File: config.mk
export PLATFORM = sky130hd
export DESIGN_NAME = act_lut_writeback
export DESIGN_NICKNAME = d
export VERILOG_FILES = /design/src/rtl/act_lut_writeback.sv
export SDC_FILE = /design/constraint.sdc
export NUM_CORES = 1
export LEC_CHECK = 0
export ABC_CLOCK_PERIOD_IN_PS = 7500
export CAP_MARGIN = 20
export CORE_AREA = 2 2 149 151
export CTS_BUF_LIST = sky130_fd_sc_hd__clkbuf_4
export CTS_CLUSTER_DIAMETER = 100
export DETAILED_ROUTE_END_ITERATION = 7
export DIE_AREA = 0 0 151 153
export GPL_ROUTABILITY_DRIVEN = 0
export GPL_TIMING_DRIVEN = 1
export PLACE_DENSITY = 0.85
export SETUP_SLACK_MARGIN = 0.5
export SYNTH_ARGS = -nofsm -noshare
export SYNTH_HDL_FRONTEND = slang
export SYNTH_SLANG_ARGS = --single-unit
File: constraint.sdc
create_clock -name clk -period 7.5 [get_ports clk]
set_input_delay 1.5 -clock clk [delete_from_list [all_inputs] [get_ports clk]]
set_output_delay 1.5 -clock clk [all_outputs]
set_load 0.005 [all_outputs]
File: src/rtl/act_lut_writeback.sv
// act_lut_writeback: shared-LUT activation lookup with wrapping output write-back.
// Define ACT_PACK_EN to pack two lane results per output word.
module act_lut_writeback #(
    parameter int LANES  = 4,
    parameter int DW     = 16,
    parameter int LUT_AW = 12,
    parameter int OUT_AW = 13
) (
    input  logic                      clk,
    input  logic                      rst,
    input  logic                      start,
    input  logic [OUT_AW-1:0]         cfg_base,
    input  logic [OUT_AW-1:0]         cfg_len,
    input  logic                      in_valid,
    output logic                      in_ready,
    input  logic [LANES*LUT_AW-1:0]   in_addr,
    input  logic [LANES-1:0]          in_sign,
    output logic                      lut_ren,
    output logic [LUT_AW-1:0]         lut_raddr,
    input  logic [2*DW-1:0]           lut_rdata,
    output logic                      out_we,
    output logic [OUT_AW-1:0]         out_waddr,
    output logic [2*DW-1:0]           out_wdata,
    output logic                      busy,
    output logic                      done
);
`ifdef ACT_PACK_EN
    localparam int W = LANES / 2;
`else
    localparam int W = LANES;
`endif
    localparam int IW = LANES > 1 ? $clog2(LANES) : 1;
    localparam int WW = W > 1 ? $clog2(W) : 1;
    localparam logic [IW-1:0] R_LAST = IW'(LANES - 1);
    localparam logic [WW-1:0] W_LAST = WW'(W - 1);

    typedef enum logic [1:0] {IDLE, RD, DRAIN, WR} state_t;

    state_t            state;
    logic [IW-1:0]     r;
    logic [IW-1:0]     cap;
    logic [WW-1:0]     w;
    logic [WW-1:0]     wsel;
    logic [OUT_AW-1:0] base;
    logic [OUT_AW-1:0] len;
    logic [OUT_AW-1:0] wcnt;
    logic [OUT_AW-1:0] wcnt_inc;
    logic              wrap;
    logic              wr_nx;
    logic [LUT_AW-1:0] addr_q [LANES];
    logic [LANES-1:0]  sign_q;
    logic [DW-1:0]     res    [LANES];
    logic [DW-1:0]     res_nx [LANES];
    logic [DW-1:0]     cur;
    logic [2*DW-1:0]   word;

    // Lane whose LUT word is on lut_rdata this cycle (one behind the read index).
    assign cap      = (state == DRAIN) ? R_LAST : r - 1'b1;
    assign cur      = sign_q[cap] ? lut_rdata[2*DW-1:DW] : lut_rdata[DW-1:0];
    assign wcnt_inc = wcnt + OUT_AW'(1);
    // len==0 naturally means 2^OUT_AW because wcnt_inc wraps to zero.
    assign wrap     = wcnt_inc == len;
    assign wr_nx    = state == DRAIN || (state == WR && w != W_LAST);
    assign wsel     = (state == WR && w != W_LAST) ? w + 1'b1 : '0;

`ifdef ACT_PACK_EN
    assign word = {res_nx[{wsel, 1'b1}], res_nx[{wsel, 1'b0}]};
`else
    assign word = {{DW{1'b0}}, res_nx[wsel]};
`endif

    // Result array with this cycle's capture folded in, so a word can use a lane captured on the same edge.
    always_comb begin
        res_nx = res;
        if (state == DRAIN || (state == RD && r != '0)) res_nx[cap] = cur;
    end

    // Control FSM with registered outputs and write-address counter.
    always_ff @(posedge clk or posedge rst) begin
        if (rst) begin
            state     <= IDLE;
            r         <= '0;
            w         <= '0;
            base      <= '0;
            len       <= '0;
            wcnt      <= '0;
            addr_q    <= '{default: '0};
            sign_q    <= '0;
            res       <= '{default: '0};
            in_ready  <= 1'b1;
            busy      <= 1'b0;
            lut_ren   <= 1'b0;
            lut_raddr <= '0;
            out_we    <= 1'b0;
            out_waddr <= '0;
            out_wdata <= '0;
            done      <= 1'b0;
        end else begin
            res <= res_nx;
            case (state)
                IDLE: begin
                    if (start) begin
                        base <= cfg_base;
                        len  <= cfg_len;
                        wcnt <= '0;
                    end else if (in_valid) begin
                        for (int k = 0; k < LANES; k++) addr_q[k] <= in_addr[k*LUT_AW +: LUT_AW];
                        sign_q    <= in_sign;
                        r         <= '0;
                        state     <= RD;
                        in_ready  <= 1'b0;
                        busy      <= 1'b1;
                        lut_ren   <= 1'b1;
                        lut_raddr <= in_addr[LUT_AW-1:0];
                    end
                end
                RD: begin
                    if (r == R_LAST) begin
                        state   <= DRAIN;
                        lut_ren <= 1'b0;
                    end else begin
                        r         <= r + 1'b1;
                        lut_raddr <= addr_q[r + 1'b1];
                    end
                end
                DRAIN: state <= WR;
                WR: begin
                    if (w == W_LAST) begin
                        state    <= IDLE;
                        in_ready <= 1'b1;
                        busy     <= 1'b0;
                    end
                end
                default: state <= IDLE;
            endcase
            out_we <= wr_nx;
            done   <= wr_nx && wrap;
            if (wr_nx) begin
                w         <= wsel;
                out_waddr <= base + wcnt;
                out_wdata <= word;
                wcnt      <= wrap ? '0 : wcnt_inc;
            end
        end
    end
endmodule

Yosys cells after proc, flatten, opt, wreduce, memory -nomap -nowiden

Index checks and enable logic that the tools add are counted.

Register bits after elaboration: 207
Bits in latches: 0
RAM bits: 0
ROM bits: 0
Input port bits: 114
Output and inout port bits: 62
Word-level logic and storage cells: 110
Memories kept: 0

Add/subtract/negate cells: 5
Multiply operators: 0
Divide/modulo/power cells: 0
Order comparisons: 5
Equality and inequality tests: 12
Shifts and indexed selects: 0
Mux-type cells: 42
Bitwise operators: 4
Reduce and logical (&&, ||, !) cells: 19

Operator list:

| kind                  | count |
|---|---|
| $bwmux 64             | 1 |
| $mux 16               | 4 |
| $mux 64               | 1 |
| $mux 12               | 5 |
| $mux 13               | 4 |
| $bmux 16 s2           | 1 |
| $demux 16 s2          | 1 |
| $bmux 12 s2           | 1 |
| $pmux 12 s2           | 1 |
| $mux 2                | 9 |
| $reduce_and 4->1      | 4 |
| $add 13x1->13 const B | 1 |
| $add 13x13->13        | 1 |
| $eq 13x13->1          | 1 |
| $reduce_bool 2->1     | 5 |
| $ge 3x3->1 const B    | 3 |
| $not 2->3             | 3 |
| $eq 2x2->1 const B    | 4 |
| $mux 1                | 8 |
| $ne 2x2->1 const B    | 4 |
| $pmux 2 s4            | 1 |
| $pmux 1 s2            | 3 |
| $add 2x1->2 const B   | 2 |
| $logic_and 1x1->1     | 4 |
| other kinds (12)      | 15 |

Logic depth before layout (Yosys ltp)

Gate-level depths: netlist of the first run.

Depth in word-level cells: 12
Mapped depth: 13
Mapped depth without buffers: 8

Worst setup path before layout of the first run

No wires, ideal clock.

Path type: input-to-reg
From: in start
To: reg addr_q[0] in the netlist's numbering
Library setup time: 0.125 ns
Data arrival time: 2.603 ns
Required time: 7.375 ns
Setup slack: 4.773 ns
Stages on the path: 4
Path buffers: 2
Cell sequence: nand3b_1 clkbuf_1 clkbuf_1 mux2_2

Cells in the longest elaborated chain, start to end: 2

RTL lines:

| what                              | line | source |
|---|---|---|
| start, declared                   | 11   | `input logic start,` |
| $not 1->1 (no source line)        | -    |  |
| $reduce_and 3->1 (no source line) | -    |  |
| end signal, assigned              | 87   | `addr_q <= '{default: '0};` |
| end, declared                     | 50   | `logic [LUT_AW-1:0] addr_q [LANES];` |

No other way between the ends.
A chain may end at the register's enable or synchronous reset.

Worst setup path after layout of the first run

From: reg r[0]
To: reg out_wdata[3]

Cells in the longest elaborated chain, start to end: 12
Elaborated cells on any way between the ends: 19
Classes of those cells: add/sub: 1; order compare: 2; mux: 11; bitwise: 1; reduce/logical: 4

RTL lines:

| what                                                                  | line | source |
|---|---|---|
| start, declared                                                       | 40   | `logic [IW-1:0] r;` |
| start signal, assigned                                                | 122  | `r <= r + 1'b1;` |
| $sub 2x1->2                                                           | 58   | `assign cap = (state == DRAIN) ? R_LAST : r - 1'b1;` |
| $mux 2                                                                | 58   |  |
| $not 2->3 (not written as such)                                       | 75   | `if (state == DRAIN \|\| (state == RD && r != '0)) res_nx[cap] = cur;` |
| $ge 3x3->1 (not written as such) / $lt 3x1->1 (equally long branches) | 75   |  |
| $logic_and 1x1->1 (not written as such)                               | 75   |  |
| $mux 16 (not written as such)                                         | 75   |  |
| $demux 16 s2                                                          | 75   |  |
| $bwmux 64                                                             | 75   |  |
| $mux 64 (*)                                                           | 75   |  |
| $bmux 16 s2 (*)                                                       | 69   | `assign word = {{DW{1'b0}}, res_nx[wsel]};` |
| $mux 16 (not written as such) (*) (2 in series)                       | 69   |  |
| end signal, assigned                                                  | 141  | `out_wdata <= word;` |
| end, declared                                                         | 23   | `output logic [2*DW-1:0] out_wdata,` |

Mark *: on every way between the ends. The rest lies on a longest branch, timed or not. The select of a mux whose other input is x is not followed.

==> metrics.csv, run 1 <==
metric;value;unit
status;finished clean;
Root Driver;clkbuf_4;
vias in the first global route;8435;
Mean Syn Cell Area;10.6;sq um
placed cell area;12300;sq um
Synth-to-Final Area Change;23.2;%
post-CTS setup buffer count;0;
Detailed Route WL;25800;um
crit share post-route;61.7;%
Std-Cell Rows;54;
share of cells above drive strength 1;17.4;%
top cell type's share of synthesized area;48.5;%
WP data arrival;5.15;ns
YS warnings;0;
# IOs;176;
CP Class;flop to flop;
cells along the critical path;inv_1 > ha_1 > inv_1 > and4_1 > nand2b_1 > and2_1 > a211oi_1 > or3_1;
Logic pwr share;47.1;%
pwr/cell area;429;nW/um^2
crit path max fanout;33;
Via Count;8534;
Worst-Margin Slew;1.18;ns
post-place setup slack;2.44;ns
Leak Pwr;0.00562;uW
Setup crit end kind;flop;
sw power;2210;uW
final instance area;13100;sq um
clock network power share;17.2;%
Finish-stage setup viols;0;
post-synthesis sequential area ratio;48.8;%
top post-synthesis cells by area;dfrtp_1, mux2_2, a21oi_1, nor2_1, mux4_2;
Yosys reg bits;207;
worst-case clock buffer depth;3;
Worst setup SP type;flop;
EDFF count, synth;0;
DRT antenna net count;0;
CTS Hold Bufs;0;
drt drc;0;
CTS Sinks;207;
GRT overflow;0;
post-synth cell types;63;
die area;23100;sq um
number of max-cap violations;0;
final setup margin;2.87;ns
DR iter-0 viols;554;
Core Area;21500;sq um
Req. time, crit path;8.02;ns
post-synthesis cell area;10600;sq um
worst hold slack;0.471;ns
max-slew violations;0;
clock slew at reported path FFs;0.07;ns
Vias/cell;5.74;
DP HPWL;16900;um
accumulated negative setup slack;0;ns
relative slew slack;21.1;%
RSZ-0062 raised after global routing;false;
First-pass DRT Iterations;5;
endpoints failing hold;0;
fmax;216;MHz
P_int;3410;uW
largest net degree at the start of global routing;204;
final std cells w/o fill;1487;
Seq pwr share;35.7;%
CTS buffer count;55;
placed cell count;1376;
Post-synth top cells;dfrtp_1, a21oi_1, nor2_1;
most used cell, CP;inv_1;
Tot GR Track Use;22.7;%
Peak supply drop;0.244;mV
H-tree depth;2;
Most used DFF post-synth;dfrtp_1;
global-route wire length before repair;42500;um
fillers;1770;
ys async rst share;100;%
Final min period;4.63;ns
Critical Path Max Stage Delay;0.91;ns
Worst Skew;0.0492;ns
Resized Gates After CTS;0;
Initial Util;49.4;%
dominant cell type by area after synthesis;dfrtp_1;
initial antenna violation count;2;
height of the die;153;um
most frequent cell after synthesis;dfrtp_1;
switch share;39.3;%
Mapped Cells;1003;
Worst-Skew Late Latency;0.68;ns
hold crit path type;flop to flop;
input/output buffers;159;
CTS tree;yes;
Avg WL per Cell;17.3;um
Critical Path Slowest Stage Cell;and4_1;
Final #Nets;1295;
Die Span X;151;um
==> cell families (layout without fill, tap and decap cells) <==
| group | after synthesis | after routing | synth area share [%] |
|---|---|---|---|
| AOI/OAI and AO/OA | 282 | 282 | 17.3 |
| and+or+nand+nor | 234 | 234 | 11.1 |
| DFF | 207 | 207 | 48.8 |
| buffers and inverters | 117 | 305 | 5.02 |
| muxes | 106 | 106 | 12.3 |
| xor gates and xnor gates | 35 | 35 | 2.89 |
| adders and majority gates | 21 | 21 | 2.55 |
| other | 1 | 17 | 0.0353 |
==> final cells by class <==
class	count	area, sq um	area share (%)
flip-flops and latches	207	5180	39.6
multi-input cells	694	4960	38.0
repair buffers	174	1770	13.6
clock buffers	81	608	4.65
well taps	280	350	2.68
inverters	28	109	0.832
clock inverters	22	88.8	0.679
diodes	1	2.50	0.0191
==> layer usage <==
metal	GRT usage, %	wire, um
met1	30.4	10700
met2	36.4	12200
met3	6.57	2390
met4	6.19	389
met5	0	14
==> critical path, delay by kind of cell (launching register included) <==
family,cells,cell delay [ns]
compound gates,1,0.18
fa+ha+maj,1,0.66
buf+inv,2,0.38
flops,1,0.68
simple gates,4,2.57
==> final timing paths <==
kind | startpoint | endpoint | slack [ns] | cells after the start
max | r[0]$_DFFE_PP0P_ | out_wdata[3]$_DFFE_PP0P_ | 2.87 | 8
min | out_waddr[1]$_DFFE_PP0P_ | out_waddr[1]$_DFFE_PP0P_ | 0.47 | 2
max reg2reg | r[0]$_DFFE_PP0P_ | out_wdata[3]$_DFFE_PP0P_ | 2.87 | 8
min reg2reg | out_waddr[1]$_DFFE_PP0P_ | out_waddr[1]$_DFFE_PP0P_ | 0.47 | 2
max in group asynchronous | rst | res[42]$_DFF_PP0_ | 5.14 | 3
min in group asynchronous | rst | out_wdata[4]$_DFFE_PP0P_ | 1.09 | 2
==> state kept, by name (all words and copies together), names as in the netlist <==
name,cells
addr_q,48
base,13
busy,1
done,1
in_ready,1
len,13
lut_raddr,12
lut_ren,1
out_waddr,13
out_wdata,16
out_we,1
r,2
res,64
sign_q,4
state,2
w,2
wcnt,13
==> power groups by stage <==
stage          clock network (uW)  registers (uW)  logic, uW
3_3_place_gp                    0            2000       2470
6_report                      967            2000       2640
4_1_cts                       996            2010       2570
5_1_grt                      1060            2070       2910
3_5_place_dp                    0            2030       2550
2_1_floorplan                   0            1910       1870
==> through the flow <==
| stage | total power, uW | util, % |
|---|---|---|
| detailed placement | 4580 | 57.1 |
| CTS | 5570 | 60.3 |
| floorplan | 3780 | - |
| global placement | 4470 | 57.1 |
| finish | 5610 | 60.9 |
| global route | 6050 | 60.9 |
==> cells in the final DEF, fill, tap and decap left out, types with 5 or more instances in the layout <==
cell type        synthesis  routed
dfrtp_1                206     206
clkdlybuf4s50_1          0     159
a21oi_1                 83      82
clkbuf_4                 0      81
nor2_1                  80      80
mux2_2                  79      79
o21ai_0                 53      53
nand2_1                 51      51
o22ai_1                 35      35
inv_1                   26      25
xor2_1                  22      22
or3_1                   20      20
ha_1                    20      20
a211oi_1                19      19
o21a_1                  19      19
nor3_1                  17      17
o211a_1                 16      16
o221ai_1                16      16
o41ai_1                 16      16
nor3b_1                 16      16
conb_1                   1      16
mux2i_1                 15      15
clkinv_1                 0      14
xnor2_1                 13      13
mux4_2                  12      12
nand2b_1                 8       8
buf_4                   21       8
nand3_1                  6       6
nand4_1                  6       6
nor2b_1                  5       5
inv_2                    2       5
nor4_1                   5       5
a21o_1                   5       5
clkinv_2                 0       5
buf_8                    0       5
Note: power is estimated with default switching activity, not from simulation.
==> run 2, diff against run 1 <==
Settings changed: ABC_CLOCK_PERIOD_IN_PS 7500 to 3880.
Clock period 7.5 ns to 3.88 ns, I/O delays scaled along.
==> run 2 against run 1 <==
Effect of this change:
- final cell count increased by 0.13%
- sequential share of layout area is 0.26 points lower
- worst setup slack worse by 2.0 ns
- critical path type unchanged
- flip-flop and latch count unchanged
- clock power grew 110%
- critical endpoint is now out_wdata[9]$_DFFE_PP0P_
- global-route usage up 0.48 points
- via count is 1.2% higher
- sequential power is 94% higher
==> metrics.csv, run 2 (synthesized netlist as in run 1, its figures left out) <==
metric;value;unit
Peak supply drop;0.469;mV
post-place setup slack;0.637;ns
global-route wire length before repair;43400;um
Worst setup SP type;flop;
CTS buffer count;55;
WP data arrival;3.55;ns
CTS tree;yes;
final setup margin;0.861;ns
CTS Hold Bufs;0;
crit path max fanout;18;
crit share post-route;77.8;%
Worst-Skew Late Latency;0.69;ns
input/output buffers;159;
Finish-stage setup viols;0;
Multi-input gate area;4960;sq um
Avg WL per Cell;17.9;um
most frequent cells in the layout;dfrtp_1, clkdlybuf4s50_1, clkbuf_4;
First-pass DRT Iterations;5;
RSZ-0062 raised after global routing;false;
Resized Gates After CTS;0;
initial antenna violation count;1;
share of cells above drive strength 1;18.1;%
Req. time, crit path;4.41;ns
drt drc;0;
Die Span X;151;um
DR iter-0 viols;606;
Detailed Route WL;26600;um
Final min period;3.02;ns
Worst-Margin Slew;0.905;ns
H-tree depth;2;
fillers;1824;
max FFs per register;64;
endpoints failing hold;0;
largest net degree at the start of global routing;130;
height of the die;153;um
relative slew slack;39.7;%
accumulated negative setup slack;0;ns
clock slew at reported path FFs;0.06;ns
vias in the first global route;8837;
Leak Pwr;0.00567;uW
Synth-to-Final Area Change;24.0;%
Worst Skew;0.0527;ns
Core Area;21500;sq um
worst-case clock buffer depth;3;
most common cell after layout, fill and taps aside;dfrtp_1;
Std-Cell Rows;54;
pwr/cell area;839;nW/um^2
status;finished clean;
number of max-cap violations;0;
DRT antenna net count;0;
Setup crit end kind;flop;
hold crit path type;flop to flop;
Via Count;8640;
Largest Register;res;
max-slew violations;0;
placed cell area;12400;sq um
# IOs;176;
Tot GR Track Use;23.2;%
DP HPWL;17600;um
CTS Sinks;207;
Register Area;5180;sq um
CP Class;flop to flop;
Regs by FF count;res x64, addr_q x48, out_wdata x16;
GRT overflow;0;
fmax;331;MHz
Layout Utilization;61.3;%
Vias/cell;5.80;
Root Driver;clkbuf_4;
final instance area;13200;sq um
Final #Nets;1304;
die area;23100;sq um
Initial Util;49.4;%
post-CTS setup buffer count;0;
-- run 2: cell count changes in the layout (fill, tap and decap cells not counted), moves of 3 or more --
cell      delta
clkinv_2     -5
clkbuf_4     +5
buf_4       +13
buf_8        -5
clkinv_1     -7
inv_2        -3
-- run 2: layer usage --
layer	share of wire (%)	vias to the layer above	GRT usage, %
li1	-	4000	-
met1	40	4225	29.7
met2	48	361	37.5
met3	9.2	54	7.28
met4	1.9	0	7.88
met5	0	-	0
-- run 2: layout make-up --
cell class                      count  area share, %
Antenna cell                        1         0.0190
Clock buffer                       86           4.90
Clock inverter                     10          0.713
Inverter                           28          0.827
Multi-Input combinational cell    694           37.7
Sequential cell                   207           39.4
Tap cell                          280           2.66
Timing Repair Buffer              183           13.8
-- run 2: metrics by stage --
step | total power (uW) | hold WS [ns] | std cells
floorplan | 7310 | 0.451 | 1018
global placement | 8720 | 0.454 | 1391
detailed placement | 8990 | 0.465 | 1391
CTS | 11100 | 0.480 | 1487
global route | 11900 | 0.508 | 1489
finish | 11100 | 0.475 | 1489
-- run 2: path summary, 6_finish.rpt --
path                                               start                  endpoint  slack [ns]  cells past startpoint
worst min register to register  out_waddr[1]$_DFFE_PP0P_  out_waddr[1]$_DFFE_PP0P_        0.47                      2
worst max register to register          w[0]$_DFFE_PP0P_  out_wdata[9]$_DFFE_PP0P_        0.86                      7
min in group asynchronous                            rst    addr_q[11]$_DFFE_PP0P_        0.58                      3
worst min-delay path            out_waddr[1]$_DFFE_PP0P_  out_waddr[1]$_DFFE_PP0P_        0.47                      2
max in group asynchronous                            rst  out_waddr[0]$_DFFE_PP0P_        2.60                      3
worst max-delay path                    w[0]$_DFFE_PP0P_  out_wdata[9]$_DFFE_PP0P_        0.86                      7
-- run 2: power by group --
part           switching, uW  internal [uW]
Clock                    890           1130
Sequential               685           3200
Combinational           2720           2430
Total                   4300           6750
-- run 2: critical path: stages (launching register included) --
cell and delay, ns:
dfrtp_1 0.37, ha_1 0.25, nand2b_1 0.73, nor2_1 0.19, nand2b_1 0.14, and2_1 0.66, a211oi_1 0.18, or3_1 0.35
==> run 3, diff against run 2 <==
Settings changed: ABC_CLOCK_PERIOD_IN_PS 3880 to 2500.
Clock period 3.88 ns to 2.5 ns, I/O delays scaled along.
==> run 3 against run 2 <==
Effect of this change:
- worst hold slack worse by 0.24 ns
- worst setup slack worse by 0.78 ns
- utilization up 7.1 points
- sequential share of layout area down 4.0 points
- maximum frequency up 25%
- largest cell class is now multi-input gates
- global-route usage up 2.4 points
- critical path depth up 2
- final cell count up 6.0%
- clock power up 48%
- critical path type unchanged
- combinational power up 110%
- non-clock buffer count up 82
- register-to-register slack worse by 0.78 ns
==> metrics.csv, run 3 (synthesized netlist as in run 1, its figures left out) <==
metric;value;unit
Final min period;2.42;ns
endpoints failing hold;0;
Req. time, crit path;3.06;ns
Worst-Margin Slew;0.527;ns
die area;23100;sq um
Critical Path Max Stage Delay;0.44;ns
Vias/cell;5.94;
most common cell after layout, fill and taps aside;dfrtp_1;
CP Buf/Inv Count;2;
Peak supply drop;0.655;mV
GRT overflow;0;
relative slew slack;64.8;%
Worst setup SP type;flop;
crit path max fanout;8;
Regs by FF count;res x64, addr_q x48, out_wdata x16;
Final #Nets;1388;
Synth-to-Final Area Change;38.3;%
Worst Skew;0.0471;ns
global-route wire length before repair;47200;um
largest net degree at the start of global routing;63;
Via Count;9377;
Avg WL per Cell;20.0;um
Critical Path Slowest Stage Cell;dfrtp_1;
Tot GR Track Use;25.6;%
initial antenna violation count;1;
fillers;1470;
most frequent cells in the layout;dfrtp_1, clkdlybuf4s50_1, clkbuf_4;
WP data arrival;2.97;ns
DR iter-0 viols;671;
RSZ-0062 raised after global routing;true;
Std-Cell Rows;54;
Initial Util;49.4;%
CTS tree;yes;
clock slew at reported path FFs;0.08;ns
Worst-Skew Late Latency;0.69;ns
max FFs per register;64;
vias in the first global route;9272;
height of the die;153;um
# IOs;176;
Detailed Route WL;31500;um
Multi-input gate area;5710;sq um
PnR Total Power;20000;uW
worst hold slack;0.232;ns
Finish-stage setup viols;0;
CTS buffer count;57;
CTS Hold Bufs;0;
Crit path max-delay family;simple AND/OR/NAND/NOR gates;
share of cells above drive strength 1;34.8;%
DRT antenna net count;0;
Setup crit end kind;flop;
Register Area;5190;sq um
worst-case clock buffer depth;3;
CP Class;flop to flop;
input/output buffers;159;
max-slew violations;0;
Leak Pwr;0.00635;uW
First-pass DRT Iterations;5;
Core Area;21500;sq um
crit share post-route;96.7;%
Die Span X;151;um
Largest Register;res;
H-tree depth;2;
status;finished clean;
cells along the critical path;inv_4 > ha_4 > mux2i_2 > o31ai_2 > or2_4 > buf_12 > o211a_1 > o41ai_2 > or3_1;
fmax;414;MHz
pwr/cell area;1360;nW/um^2
Root Driver;clkbuf_4;
DP HPWL;18700;um
hold crit path type;input pin to asynchronous set/reset pin;
number of max-cap violations;0;
CTS Sinks;207;
drt drc;0;
-- run 3: layout make-up --
| type | instances | area share (%) |
|---|---|---|
| antenna | 2 | 0.0341 |
| clock buffer | 83 | 4.24 |
| clock inverter | 20 | 0.588 |
| inverter | 28 | 0.792 |
| multi-input combinational | 694 | 38.9 |
| sequential | 207 | 35.3 |
| tap | 280 | 2.38 |
| timing repair buffer | 265 | 17.8 |
-- run 3: worst register-to-register path, delay by kind of cell, from the launching register on --
family,cells,cell delay [ns]
flip-flops,1,0.44
multiplexers,1,0.16
buffers and inverters,2,0.22
AND/OR/NAND/NOR,2,0.67
adder cells (fa/ha/maj),1,0.27
AO/OA/AOI/OAI,3,0.53
-- run 3: final timing paths --
| kind | cells after the start | end | slack (ns) | from |
|---|---|---|---|---|
| hold / removal | 2 | addr_q[23]$_DFFE_PP0P_ | 0.23 | rst |
| setup / recovery | 9 | out_wdata[13]$_DFFE_PP0P_ | 0.08 | r[0]$_DFFE_PP0P_ |
| setup reg to reg | 9 | out_wdata[13]$_DFFE_PP0P_ | 0.08 | r[0]$_DFFE_PP0P_ |
| max in group asynchronous | 3 | addr_q[17]$_DFFE_PP0P_ | 1.53 | rst |
| hold reg to reg | 2 | out_waddr[5]$_DFFE_PP0P_ | 0.47 | out_waddr[5]$_DFFE_PP0P_ |
| min in group clk | 2 | sign_q[3]$_DFFE_PP0P_ | 0.45 | in_sign[3] |
-- run 3: routing by layer --
layer	up-vias	global-route usage, %	share of wire [%]
met5	-	0	0
met4	0	11.6	3.6
met3	93	5.19	7.3
met2	522	43.4	51
met1	4572	31.4	38
li1	4190	-	-
-- run 3: timing repair --
item | 4_1_cts | 5_1_grt
buffers inserted | 21 | 18
gates resized for setup | 196 | 77
endpoints found under the setup margin | 149 | 116
cloned | 4 | 3
pin swaps | 32 | 44
hold endpoints to repair | 0 | 0
-- run 3: power breakdown --
part | internal (uW) | switching (uW) | leakage [uW]
Clock | 1530 | 1450 | 0.000430
Sequential | 4960 | 1110 | 0.00237
Combinational | 5330 | 5650 | 0.00356
Total | 11800 | 8220 | 0.00635
-- run 3: per-stage QoR --
step / instance area [sq um] / setup slack [ns] / instances / TNS [ns] / util, %
global placement: 12800 / 0.235 / 1428 / 0 / 59.5
finish: 14700 / 0.0818 / 1579 / 0 / 68.4
global route: 14700 / 0.0712 / 1579 / 0 / 68.4
CTS: 14200 / 0.260 / 1556 / 0 / 66.1
detailed placement: 12800 / 0.150 / 1428 / 0 / 59.5
floorplan: 10800 / -0.685 / 1018 / -141.20 / -
